===== config.mk =====
export PLATFORM = sky130hd
export DESIGN_NAME = keypad_scan_fifo
export DESIGN_NICKNAME = d
export VERILOG_FILES = /design/src/rtl/keypad_scan_fifo.sv
export SDC_FILE = /design/constraint.sdc
export NUM_CORES = 1
export LEC_CHECK = 0
export CAP_MARGIN = 20
export CORE_ASPECT_RATIO = 1.2
export CORE_MARGIN = 4
export CORE_UTILIZATION = 66
export DETAILED_ROUTE_END_ITERATION = 10
export PLACE_DENSITY = 0.92
export RECOVER_POWER = 100
export SYNTH_ARGS = -nofsm -noshare
export SYNTH_HDL_FRONTEND = slang
export SYNTH_SLANG_ARGS = --single-unit

===== constraint.sdc =====
create_clock -name clk -period 11.3 [get_ports clk]
set_input_delay 2.26 -clock clk [delete_from_list [all_inputs] [get_ports clk]]
set_output_delay 2.26 -clock clk [all_outputs]
set_load 0.005 [all_outputs]

===== src/rtl/keypad_scan_fifo.sv =====
// Matrix keypad scanner: column-at-a-time scan, whole-frame debounce with ghost
// rejection, and a small key-event FIFO with valid/ready output.
module keypad_scan_fifo #(
  parameter int ROWS       = 4,
  parameter int COLS       = 4,
  parameter int SCAN_DIV   = 1000,
  parameter int DEBOUNCE   = 4,
  parameter int ACTIVE_LOW = 1,
  parameter int FIFO_DEPTH = 4,
  localparam int CW        = $clog2(ROWS * COLS)
) (
  input  logic            clk,
  input  logic            rst_n,
  input  logic [ROWS-1:0] row_in,
  output logic [COLS-1:0] col_out,
  output logic            key_valid,
  output logic [CW-1:0]   key_code,
  input  logic            key_ready,
  output logic            key_pressed,
  output logic            multi_key,
  output logic            overflow
);

  localparam int N   = ROWS * COLS;
  localparam int DW  = $clog2(SCAN_DIV);
  localparam int CIW = $clog2(COLS);
  localparam int SW  = $clog2(DEBOUNCE);
  localparam int AW  = $clog2(FIFO_DEPTH);
  localparam int PW  = $clog2(N + 1);

  localparam logic [DW-1:0]  DWELL_LAST  = DW'(SCAN_DIV - 1);
  localparam logic [CIW-1:0] COL_LAST    = CIW'(COLS - 1);
  localparam logic [SW-1:0]  STABLE_MAX  = SW'(DEBOUNCE - 1);
  localparam logic [SW-1:0]  STABLE_LOAD = SW'(DEBOUNCE - 2);
  localparam logic [AW:0]    FIFO_FULL   = (AW + 1)'(FIFO_DEPTH);

  function automatic logic [PW-1:0] popcnt(input logic [N-1:0] v);
    logic [PW-1:0] pc;
    pc = '0;
    for (int i = 0; i < N; i++) pc = pc + PW'(v[i]);
    return pc;
  endfunction

  logic [DW-1:0]   dwell;
  logic [CIW-1:0]  col_idx;
  logic [ROWS-1:0] row_act;
  logic [N-1:0]    snap;
  logic [N-1:0]    frame_cur;
  logic [N-1:0]    prev_frame;
  logic [N-1:0]    deb;
  logic [N-1:0]    deb_nxt;
  logic [SW-1:0]   stable_cnt;
  logic [SW-1:0]   stable_nxt;
  logic            sample;
  logic            frame_end;
  logic            deb_load;
  logic [PW-1:0]   new_cnt;
  logic            ev_push;
  logic [CW-1:0]   ev_code;
  logic            push_vld;
  logic [CW-1:0]   push_code;

  logic [CW-1:0]   mem [FIFO_DEPTH];
  logic [AW-1:0]   wr_ptr;
  logic [AW-1:0]   rd_ptr;
  logic [AW-1:0]   rd_nxt;
  logic [AW:0]     count;
  logic [AW:0]     count_nxt;
  logic [AW:0]     remain;
  logic [CW-1:0]   head_nxt;
  logic            do_push;
  logic            do_pop;
  logic            full;

  assign row_act   = (ACTIVE_LOW != 0) ? ~row_in : row_in;
  assign sample    = (dwell == DWELL_LAST);
  assign frame_end = sample && (col_idx == COL_LAST);

  always_comb begin
    col_out = '0;
    for (int c = 0; c < COLS; c++)
      col_out[c] = (c == int'(col_idx)) ^ (ACTIVE_LOW != 0);
  end

  // Snapshot as it will look once the current column's rows are folded in.
  always_comb begin
    frame_cur = snap;
    for (int r = 0; r < ROWS; r++)
      for (int c = 0; c < COLS; c++)
        if (c == int'(col_idx)) frame_cur[r*COLS + c] = row_act[r];
  end

  always_ff @(posedge clk or negedge rst_n) begin
    if (!rst_n) begin
      dwell   <= '0;
      col_idx <= '0;
      snap    <= '0;
    end else if (sample) begin
      dwell   <= '0;
      snap    <= frame_cur;
      col_idx <= (col_idx == COL_LAST) ? '0 : col_idx + CIW'(1);
    end else begin
      dwell <= dwell + DW'(1);
    end
  end

  always_comb begin
    stable_nxt = stable_cnt;
    deb_load   = 1'b0;
    if (frame_cur == prev_frame) begin
      if (stable_cnt != STABLE_MAX) begin
        stable_nxt = stable_cnt + SW'(1);
        deb_load   = frame_end && (stable_cnt == STABLE_LOAD);
      end
    end else begin
      stable_nxt = '0;
    end
  end

  assign deb_nxt = deb_load ? frame_cur : deb;

  // Only a lone newly pressed key is reported; chords and holds stay silent.
  always_comb begin
    ev_code = '0;
    for (int i = 0; i < N; i++)
      if (deb_nxt[i]) ev_code = CW'(i);
    new_cnt = popcnt(deb_nxt);
    ev_push = deb_load && (new_cnt == PW'(1)) && ((deb_nxt & ~deb) != '0);
  end

  always_ff @(posedge clk or negedge rst_n) begin
    if (!rst_n) begin
      stable_cnt  <= '0;
      prev_frame  <= '0;
      deb         <= '0;
      push_vld    <= 1'b0;
      push_code   <= '0;
      key_pressed <= 1'b0;
      multi_key   <= 1'b0;
    end else begin
      if (frame_end) begin
        stable_cnt <= stable_nxt;
        prev_frame <= frame_cur;
      end
      deb         <= deb_nxt;
      push_vld    <= ev_push;
      push_code   <= ev_code;
      key_pressed <= |deb;
      multi_key   <= (popcnt(deb) >= PW'(2));
    end
  end

  assign full      = (count == FIFO_FULL);
  assign do_pop    = key_valid && key_ready;
  assign do_push   = push_vld && (!full || do_pop);
  assign count_nxt = count + (AW + 1)'(do_push) - (AW + 1)'(do_pop);
  assign rd_nxt    = rd_ptr + AW'(do_pop);
  assign remain    = count - (AW + 1)'(do_pop);
  // With nothing left behind the popped head, the incoming push becomes the head.
  assign head_nxt  = (remain == '0) ? push_code : mem[rd_nxt];

  always_ff @(posedge clk or negedge rst_n) begin
    if (!rst_n) begin
      for (int i = 0; i < FIFO_DEPTH; i++) mem[i] <= '0;
      wr_ptr    <= '0;
      rd_ptr    <= '0;
      count     <= '0;
      key_valid <= 1'b0;
      key_code  <= '0;
      overflow  <= 1'b0;
    end else begin
      if (do_push) begin
        mem[wr_ptr] <= push_code;
        wr_ptr      <= wr_ptr + AW'(1);
      end
      rd_ptr    <= rd_nxt;
      count     <= count_nxt;
      key_valid <= (count_nxt != '0);
      if (count_nxt != '0) key_code <= head_nxt;
      if (push_vld && full && !do_pop) overflow <= 1'b1;
    end
  end

endmodule


# [After elaboration in Yosys (flattened, before gate mapping)]
# Index checks and enable logic that the tools add are counted.
[totals] output_inout_bits=12 reg_bits=98 rom_bits=0 word_cells=145 mem_bits_rw=0 input_bits=7 memories=0 latch_bits=0
[classes] magnitude_cmp=4 bitwise=9 mux=45 reduce_logical=18 n_addsub=38 n_eq_ne=11 n_shift=0 multipliers=0 div=0
[ops] operator="adder 5 x 1 -> 5 bit" count=22
[ops] operator="two-way mux 4 bit" count=18
[ops] operator="two-way mux 1 bit" count=19
[ops] operator="AND 16 bit" count=1
[ops] operator="bitwise mux 16 bit" count=1
[ops] operator="equality test 16 bit" count=1
[ops] operator="two-way mux 16 bit" count=1
[ops] operator="inverter 16 bit" count=1
[ops] operator="nonzero test 16 bit" count=1
[ops] operator="OR reduction 16 bit" count=1
[ops] operator="adder 10 x 1 -> 10 bit (second input constant)" count=1
[ops] operator="adder 4 x 1 -> 5 bit" count=2
[ops] operator="equality test 10 bit (second input constant)" count=1
[ops] operator="two-way mux 10 bit" count=1
[ops] operator="logical AND 1 bit" count=9
[ops] operator="adder 3 x 1 -> 4 bit" count=2
[ops] operator="binary-select mux 4 bit (select 2 bit)" count=1
[ops] operator="demux 4 bit (select 2 bit)" count=1
[ops] operator="adder 2 x 1 -> 2 bit (second input constant)" count=3
[ops] operator="adder 2 x 1 -> 3 bit" count=2
[ops] operator="greater-or-equal comparator 3 bit (second input constant)" count=2
[ops] operator="two-way mux 2 bit" count=3
[ops] operator="inverter 2 -> 3 bit" count=2
[ops] operator="subtractor 3 x 1 -> 3 bit" count=2
[ops] operator="20 further kinds" count=27

# [Depth between registers and ports, before layout]
# Gate-level depths: netlist (run 1).
[logic_depth] depth_word=24 ltp_mapped=23 mapped_depth_nobuf=22

# [Worst setup path after synthesis (run 1)]
# OpenSTA, ideal clock, no wires.
[synth_timing] path_kind="input to register" from="input port row_in[2]" to="register push_vld" arrival_time_ns=7.100 stages=19 setup_time_ns=0.099 setup_slack_ns=4.100 n_path_buf=2 t_required_ns=11.201 cell_sequence="or2b_1 -> nand3_1 -> nand4b_1 -> nor4_4 -> nand4_4 -> buf_2 -> clkbuf_1 -> o21ai_0 -> fa_1 -> inv_1 -> fa_1 -> fa_1 -> inv_1 -> fa_1 -> ha_1 -> fa_1 -> nor4b_1 -> nand2_1 -> a311oi_1"
[synth_via] word_cells_on_any_way=28 classes_between="add/sub: 15; eq/ne: 2; mux: 6; bitwise: 2; reduce/logical: 3"
[synth_lines] item="start, declared" line_no="14" source="input logic [ROWS-1:0] row_in,"
[synth_lines] item="inverter 4 bit *" line_no="75" source="assign row_act = (ACTIVE_LOW != 0) ? ~row_in : row_in;"
[synth_lines] item="two-way mux 1 bit" line_no="90" source="if (c == int'(col_idx)) frame_cur[r*COLS + c] = row_act[r];"
[synth_lines] item="equality test 16 bit *" line_no="110" source="if (frame_cur == prev_frame) begin"
[synth_lines] item="two-way mux 1 bit *" line_no="110"
[synth_lines] item="two-way mux 16 bit *" line_no="120" source="assign deb_nxt = deb_load ? frame_cur : deb;"
[synth_lines] item="via deb_nxt[7]" line_no="51" source="logic [N-1:0] deb_nxt;"
[synth_lines] item="adder 5 x 1 -> 5 bit (9 in a row)" line_no="40" source="for (int i = 0; i < N; i++) pc = pc + PW'(v[i]);"
[synth_lines] item="equality test 5 x 1 -> 1 bit" line_no="128" source="ev_push = deb_load && (new_cnt == PW'(1)) && ((deb_nxt & ~deb) != '0);"
[synth_lines] item="logical AND 1 bit" line_no="128"
[synth_lines] item="logical AND 1 bit *" line_no="128"
[synth_lines] item="via ev_push" line_no="58" source="logic ev_push;"
[synth_lines] item="end signal, assigned" line_no="146" source="push_vld <= ev_push;"
[synth_lines] item="end, declared" line_no="60" source="logic push_vld;"
# The timed path passes the listed nets; every way through them passes the cells marked *.
# A chain may end at the register's enable or synchronous reset.

# [Worst setup path after layout (run 1)]
[layout_timing] from="input port row_in[1]" to="register push_vld"
[layout_via] word_cells_on_any_way=28 classes_between="add/sub: 15; eq/ne: 2; mux: 6; bitwise: 2; reduce/logical: 3"
[layout_lines] item="inverter 4 bit *" line_no="75"
[layout_lines] item="two-way mux 1 bit" line_no="90"
[layout_lines] item="equality test 16 bit" line_no="110"
[layout_lines] item="two-way mux 1 bit" line_no="110"
[layout_lines] item="two-way mux 16 bit *" line_no="120"
[layout_lines] item="via deb_nxt[7]" line_no="51"
[layout_lines] item="adder 5 x 1 -> 5 bit (9 in a row)" line_no="40"
[layout_lines] item="equality test 5 x 1 -> 1 bit" line_no="128"
[layout_lines] item="logical AND 1 bit" line_no="128"
[layout_lines] item="logical AND 1 bit *" line_no="128"
[layout_lines] item="via ev_push" line_no="58"
# Marked as above.

==> metrics.csv, run 1 <==
stage;metric;value;unit
finish;area grow syn2layout;8.00;%
critical_path;WP data arrival;8.81;ns
logic_synthesis;predominant post-synthesis flop cell;dfrtp_1;
finish;antenna cells;0;
finish;nets@finish;611;
timing;worst clock skew;0.0115;ns
pwr;Worst IR Drop VDD;0.000125;V
pwr;NetSw;0.000196;W
grt;Overflow after GRT;0;
critical_path;Setup Crit Path Kind;in -> reg;
die;Die H;109;um
timing;Slew Limit Fails;101;
die;Starting Density;68.3;%
route;drt initial violations;255;
pwr;share of power burned in registers;52.1;%
route;drt total wl;12100;um
hold_path;worst hold path class;reg -> reg;
logic_synthesis;number of distinct library cells after synthesis;52;
pwr;Int Pwr;0.000531;W
timing;Tmin final;8.54;ns
critical_path;Worst EP required;11.57;ns
hold_path;hold depth;1;
clock_tree;clk root buf;clkbuf_8;
grt;Total GRT Usage;26.6;%
finish;commonest non-fill, non-tap cells in the layout;98 x dfrtp_1, 56 x nand2_1, 55 x inv_1;
timing;final worst-path cycle share;75.6;%
critical_path;worst-case reg-to-reg path depth;19;
grt;vias in the first global route;4300;
placed_design;I/O Buffers;18;
route;DRT Pass-1 Iters;6;
route;drt drc;0;
grt;largest net degree at the start of global routing;57;
clock_tree;CTS tree;done;
route;average wire per standard cell;17.9;um
grt;initial antenna violation count;0;
finish;fraction of layout instances using a drive strength above 1;8.90;%
route;vias per cell;5.97;
job;number of max-cap violations;2;
logic_synthesis;Yosys reg bits;98;
die;io pins;19;
pwr;switch share;26.9;%
logic_synthesis;Post-synth ARST share;100;%
logic_synthesis;Synth Warn #;0;
timing;Achievable Freq;117;MHz
finish;multi-input logic area;2840;um2
finish;commonest non-fill, non-tap cell in the layout;dfrtp_1;
finish;Sequential Area;2450;um2
grt;first-pass GRT wire length;20700;um
logic_synthesis;Mapped Area;5600;um2
pwr;pwr/cell area;120;nW/um2
logic_synthesis;Syn Nets;589;
critical_path;Startpoint Class;input pin;
clock_tree;clk buf depth;2;
die;row count;36;
timing;Slew @ Worst Pin;2.88;ns
clock_tree;CTS buffer count;9;
critical_path;critical path capture point type;register;
logic_synthesis;Post-Synthesis Cells;535;
pwr;clock power share;33.0;%
clock_tree;clock sinks;98;
route;Antenna Nets Post-Route;0;
outcome;status;complete, but fails checks;
pwr;combinational fraction of design power;14.9;%
timing;RSZ-0062 raised after global routing;no;
timing;Final Setup Violations;0;
logic_synthesis;EDFF count, synth;0;
timing;Slew HR;-92.3;%
pwr;Lkg Pwr;2.94;nW
timing;TNS Setup;0;ns
logic_synthesis;sequential area share after synthesis;43.8;%
clock_tree;Setup Buffers After CTS;0;
timing;Final Hold Viols;0;
placed_design;dpl hpwl;9080;um
timing;PnR worst setup slack;2.76;ns
placed_design;worst slack, placed;2.86;ns
clock_tree;Worst-Skew Late Latency;0.37;ns
die;core box area;8200;um2
outcome;failing checks;capacitance limit, slew limit;
route;vias post-DR;4037;
clock_tree;Post-CTS Resized;0;
finish;Fillers;585;
clock_tree;CTS H-Tree Depth;3;
placed_design;GPL Wtd Cong;0.975;
die;die area;10000;um2
clock_tree;CTS clk-pin slew, worst paths;0.09;ns
die;Die W;92.1;um
clock_tree;Hold-fix buffers, CTS;0;
logic_synthesis;Synth Area per Inst;10.5;um2
critical_path;CP max FO;37;
## path summary, 6_finish.rpt
path	slack [ns]	start	endpoint
setup / recovery	2.76	row_in[1]	push_vld$_DFF_PN0_
min in group asynchronous	2.60	rst_n	dwell[4]$_DFF_PN0_
max in group asynchronous	5.04	rst_n	mem[5]$_DFFE_PN0P_
hold / removal	0.47	overflow$_DFFE_PN0P_	overflow$_DFFE_PN0P_
setup reg to reg	4.46	col_idx[0]$_DFFE_PN0N_	push_vld$_DFF_PN0_
hold reg to reg	0.47	overflow$_DFFE_PN0P_	overflow$_DFFE_PN0P_
## metrics by stage
step | instance area [um2] | hold WS, ns | total power [W] | std cells | utilization (%)
floorplan | 5600 | 0.448 | 0.000459 | 535 | -
global placement | 5890 | 0.449 | 0.000489 | 659 | 71.9
detailed placement | 5890 | 0.455 | 0.000499 | 659 | 71.9
CTS | 6100 | 0.476 | 0.000734 | 675 | 74.5
global route | 6050 | 0.493 | 0.000761 | 676 | 73.7
finish | 6050 | 0.472 | 0.000726 | 676 | 73.7
## cell type report
type	instances	area share, %
repair buffers	21	3.06
inverters	58	3.60
flip-flops and latches	98	40.6
multi-input cells	369	46.9
clock buffers	11	2.50
well taps	114	2.36
clock inverters	5	0.993
## critical path, cell delays in order
cell and delay (ns):
dlygate4sd3_1 0.68, inv_1 0.10, mux2i_1 0.52, xnor2_1 0.14
nor4_1 0.59, nand4_4 0.63, o21ai_0 0.51, fa_1 0.49
inv_1 0.08, fa_1 0.43, fa_1 0.52, inv_1 0.05
fa_1 0.44, ha_1 0.22, fa_1 0.44, nor4b_1 0.35
nand2_1 0.10, a311oi_1 0.24
## logic make-up (layout without fill, tap and decap cells)
logic type               Yosys count  count (layout)  synth area share, %
AO/OA/AOI/OAI                     96              96                 9.97
buffers and inverters             68              95                 4.60
AND/OR/NAND/NOR                  161             161                 15.0
flip-flops                        98              98                 43.8
multiplexers                      47              47                 10.5
adder cells (fa/ha/maj)           47              47                 13.3
XOR/XNOR                          18              18                 2.82
## registers in the layout (all words and copies together) (netlist names), 3 cells and up
signal      flops
mem            16
deb            16
key_code        4
snap           16
prev_frame     16
push_code       4
dwell          10
count           3
## power by group through the flow
stage / Sequential [W] / Clock [W] / Combinational, W
CTS: 0.000379 / 0.000241 / 0.000114
detailed placement: 0.000386 / 0 / 0.000113
global route: 0.000382 / 0.000257 / 0.000122
global placement: 0.000385 / 0 / 0.000105
finish: 0.000379 / 0.000239 / 0.000108
floorplan: 0.000384 / 0 / 0.0000744
## per-layer routing
layer | global-route usage [%] | part of all wire (%) | routed length [um] | up-vias
li1 | - | - | - | 1863
met1 | 32.7 | 40 | 4850 | 1956
met2 | 45.5 | 51 | 6210 | 164
met3 | 4.62 | 4.5 | 540 | 54
met4 | 13.4 | 4.4 | 532 | 0
met5 | 0 | 0 | 0 | -
## Yosys cell counts, types with 5 or more instances
| master | count | area share, % |
|---|---|---|
| o21ai_0 | 43 | 3.8 |
| inv_1 | 53 | 3.6 |
| clkbuf_1 | 8 | 0.54 |
| fa_1 | 21 | 7.5 |
| mux2i_1 | 13 | 2.3 |
| a21o_1 | 8 | 1.1 |
| nor2_1 | 36 | 2.4 |
| ha_1 | 26 | 5.8 |
| nand3_1 | 15 | 1.3 |
| xnor2_1 | 11 | 1.7 |
| a21oi_1 | 25 | 2.2 |
| nand2b_1 | 14 | 1.6 |
| xor2_1 | 7 | 1.1 |
| mux2_2 | 23 | 4.6 |
| dfrtp_1 | 98 | 44 |
| o22ai_1 | 5 | 0.56 |
| nand2_1 | 56 | 3.8 |
| and2_1 | 7 | 0.78 |
Note: power is estimated with default switching activity, not from simulation.
==> run 2: changes to the inputs <==
Settings changed: CORE_UTILIZATION 66 to 62, PLACE_DENSITY 0.92 to 0.88.
Clock period 11.3 ns to 8.3 ns, I/O delays scaled along.
==> metrics.csv, run 2 (same netlist as run 1, synthesis figures left out) <==
stage;metric;value;unit;change
die;die area;10600;um2;+5.9%
finish;multi-input logic area;2880;um2;+1.4%
timing;Tmin final;7.56;ns;
finish;fraction of layout instances using a drive strength above 1;9.72;%;+0.82 points
clock_tree;CTS buffer count;9;;unchanged
placed_design;worst slack, placed;0.507;ns;-2.36 ns
die;Die W;94.7;um;+2.9%
timing;RSZ-0062 raised after global routing;no;;
clock_tree;CTS tree;done;;
critical_path;WP data arrival;7.83;ns;-0.98 ns
finish;Sequential Area;2450;um2;unchanged
route;vias post-DR;4090;;+1.3%
clock_tree;Hold-fix buffers, CTS;0;;unchanged
finish;nets@finish;615;;+0.65%
critical_path;slowest cell delay on critical path;0.65;ns;-0.03 ns
clock_tree;Setup Buffers After CTS;0;;unchanged
critical_path;Worst Path Buf+Inv;3;;-1
grt;vias in the first global route;4293;;-0.16%
pwr;Worst IR Drop VDD;0.000116;V;-6.9%
placed_design;dpl hpwl;9260;um;+2.1%
timing;TNS Setup;0;ns;unchanged
timing;Slew HR;-128;%;-36 points
grt;first-pass GRT wire length;20600;um;-0.33%
clock_tree;clk buf depth;2;;unchanged
pwr;pwr/cell area;161;nW/um2;+34%
clock_tree;CTS H-Tree Depth;3;;unchanged
clock_tree;Post-CTS Resized;0;;unchanged
placed_design;GPL Wtd Cong;0.943;;-3.2%
die;Die H;112;um;+2.9%
outcome;failing checks;capacitance limit, slew limit;;
grt;largest net degree at the start of global routing;66;;+16%
route;drt total wl;12100;um;about the same
clock_tree;clk root buf;clkbuf_8;;
critical_path;Top delay family on crit path;adder cells;;
critical_path;CP max-delay cell;dlygate4sd3_1;;
clock_tree;Worst-Skew Late Latency;0.38;ns;about the same
die;Starting Density;64.3;%;-4.0 points
timing;Achievable Freq;132;MHz;
route;drt initial violations;290;;+14%
critical_path;critical path capture point type;register;;
finish;area grow syn2layout;9.03;%;
timing;final worst-path cycle share;91.1;%;
critical_path;Startpoint Class;input pin;;
finish;commonest non-fill, non-tap cell in the layout;dfrtp_1;;
timing;worst clock skew;0.0107;ns;-0.000831 ns
pwr;Lkg Pwr;2.94;nW;+0.10%
route;DRT Pass-1 Iters;5;;-1
job;number of max-cap violations;2;;unchanged
die;core box area;8700;um2;+6.2%
finish;Fillers;659;;+13%
timing;Slew Limit Fails;101;;unchanged
route;drt drc;0;;unchanged
critical_path;Worst EP required;8.57;ns;-3.00 ns
route;Antenna Nets Post-Route;0;;unchanged
route;vias per cell;5.99;;+0.27%
die;row count;37;;+2.8%
finish;antenna cells;0;;unchanged
grt;Overflow after GRT;0;;unchanged
hold_path;worst hold path class;reg -> reg;;
critical_path;Most common cell on crit path;fa_1;;
clock_tree;clock sinks;98;;unchanged
route;average wire per standard cell;17.8;um;-1.0%
timing;PnR worst setup slack;0.738;ns;-2.02 ns
timing;Slew @ Worst Pin;3.42;ns;+0.533 ns
timing;Final Hold Viols;0;;unchanged
outcome;status;complete, but fails checks;;
critical_path;CP max FO;30;;-19%
placed_design;I/O Buffers;18;;unchanged
timing;Final Setup Violations;0;;unchanged
critical_path;crit-path cells;dlygate4sd3_1 > o21ai_0 > xor2_1 > nor4_4 > nand4_4 > o21ai_0 > fa_1 > inv_1 > fa_1 > fa_1 > inv_1 > fa_1 > ha_1 > fa_1 > nor4b_1 > nand2_1 > a311oi_1;;
grt;Total GRT Usage;25.0;%;-1.6 points
finish;commonest non-fill, non-tap cells in the layout;98 x dfrtp_1, 56 x inv_1, 56 x nand2_1;;
critical_path;Setup Crit Path Kind;in -> reg;;
grt;initial antenna violation count;0;;unchanged
clock_tree;CTS clk-pin slew, worst paths;0.09;ns;about the same
die;io pins;19;;unchanged
[run 2: through the flow]
step	power [W]	area, um2	utilization [%]	std cells	hold WS [ns]
finish	0.000985	6100	70.1	683	0.489
detailed placement	0.000682	5930	68.1	666	0.474
global route	0.00103	6100	70.1	683	0.503
CTS	0.000999	6130	70.4	682	0.496
global placement	0.000668	5930	68.1	666	0.449
floorplan	0.000625	5600	-	535	0.448
[run 2: final cells by class]
| type | instances | share of cell area [%] |
|---|---|---|
| Timing Repair Buffer | 25 | 3.40 |
| Clock buffer | 11 | 2.32 |
| Clock inverter | 5 | 1.03 |
| Sequential cell | 98 | 40.2 |
| Inverter | 58 | 3.57 |
| Tap cell | 117 | 2.40 |
| Multi-Input combinational cell | 369 | 47.1 |
[run 2: where the power goes]
part           switching [W]  internal (W)
Sequential         0.0000159      0.000500
Combinational      0.0000833     0.0000649
Clock               0.000171      0.000149
[run 2: worst register-to-register path, delay by kind of cell, from the launching register on]
family	cells	cell delay [ns]
flip-flops	1	0.41
buffers and inverters	4	0.45
XOR/XNOR	1	0.23
AND/OR/NAND/NOR	4	1.28
AO/OA/AOI/OAI	3	1.35
adder cells (fa/ha/maj)	7	2.85
[run 2: per-layer routing]
metal,global-route usage (%),vias to the layer above,part of all wire [%]
li1,-,1875,-
met1,29.7,2030,39
met2,43.6,142,53
met3,5.16,43,4.8
met4,10.8,0,4.1
met5,0,-,0
[run 2: final timing paths]
path / start / end / slack [ns] / cells past startpoint
max in group asynchronous: rst_n / deb[5]$_DFF_PN0_ / 2.59 / 2
max: row_in[0] / push_vld$_DFF_PN0_ / 0.74 / 17
max reg2reg: col_idx[0]$_DFFE_PN0N_ / push_vld$_DFF_PN0_ / 1.62 / 19
min: overflow$_DFFE_PN0P_ / overflow$_DFFE_PN0P_ / 0.49 / 1
min in group asynchronous: rst_n / dwell[8]$_DFF_PN0_ / 1.73 / 1
min reg2reg: overflow$_DFFE_PN0P_ / overflow$_DFFE_PN0P_ / 0.49 / 1
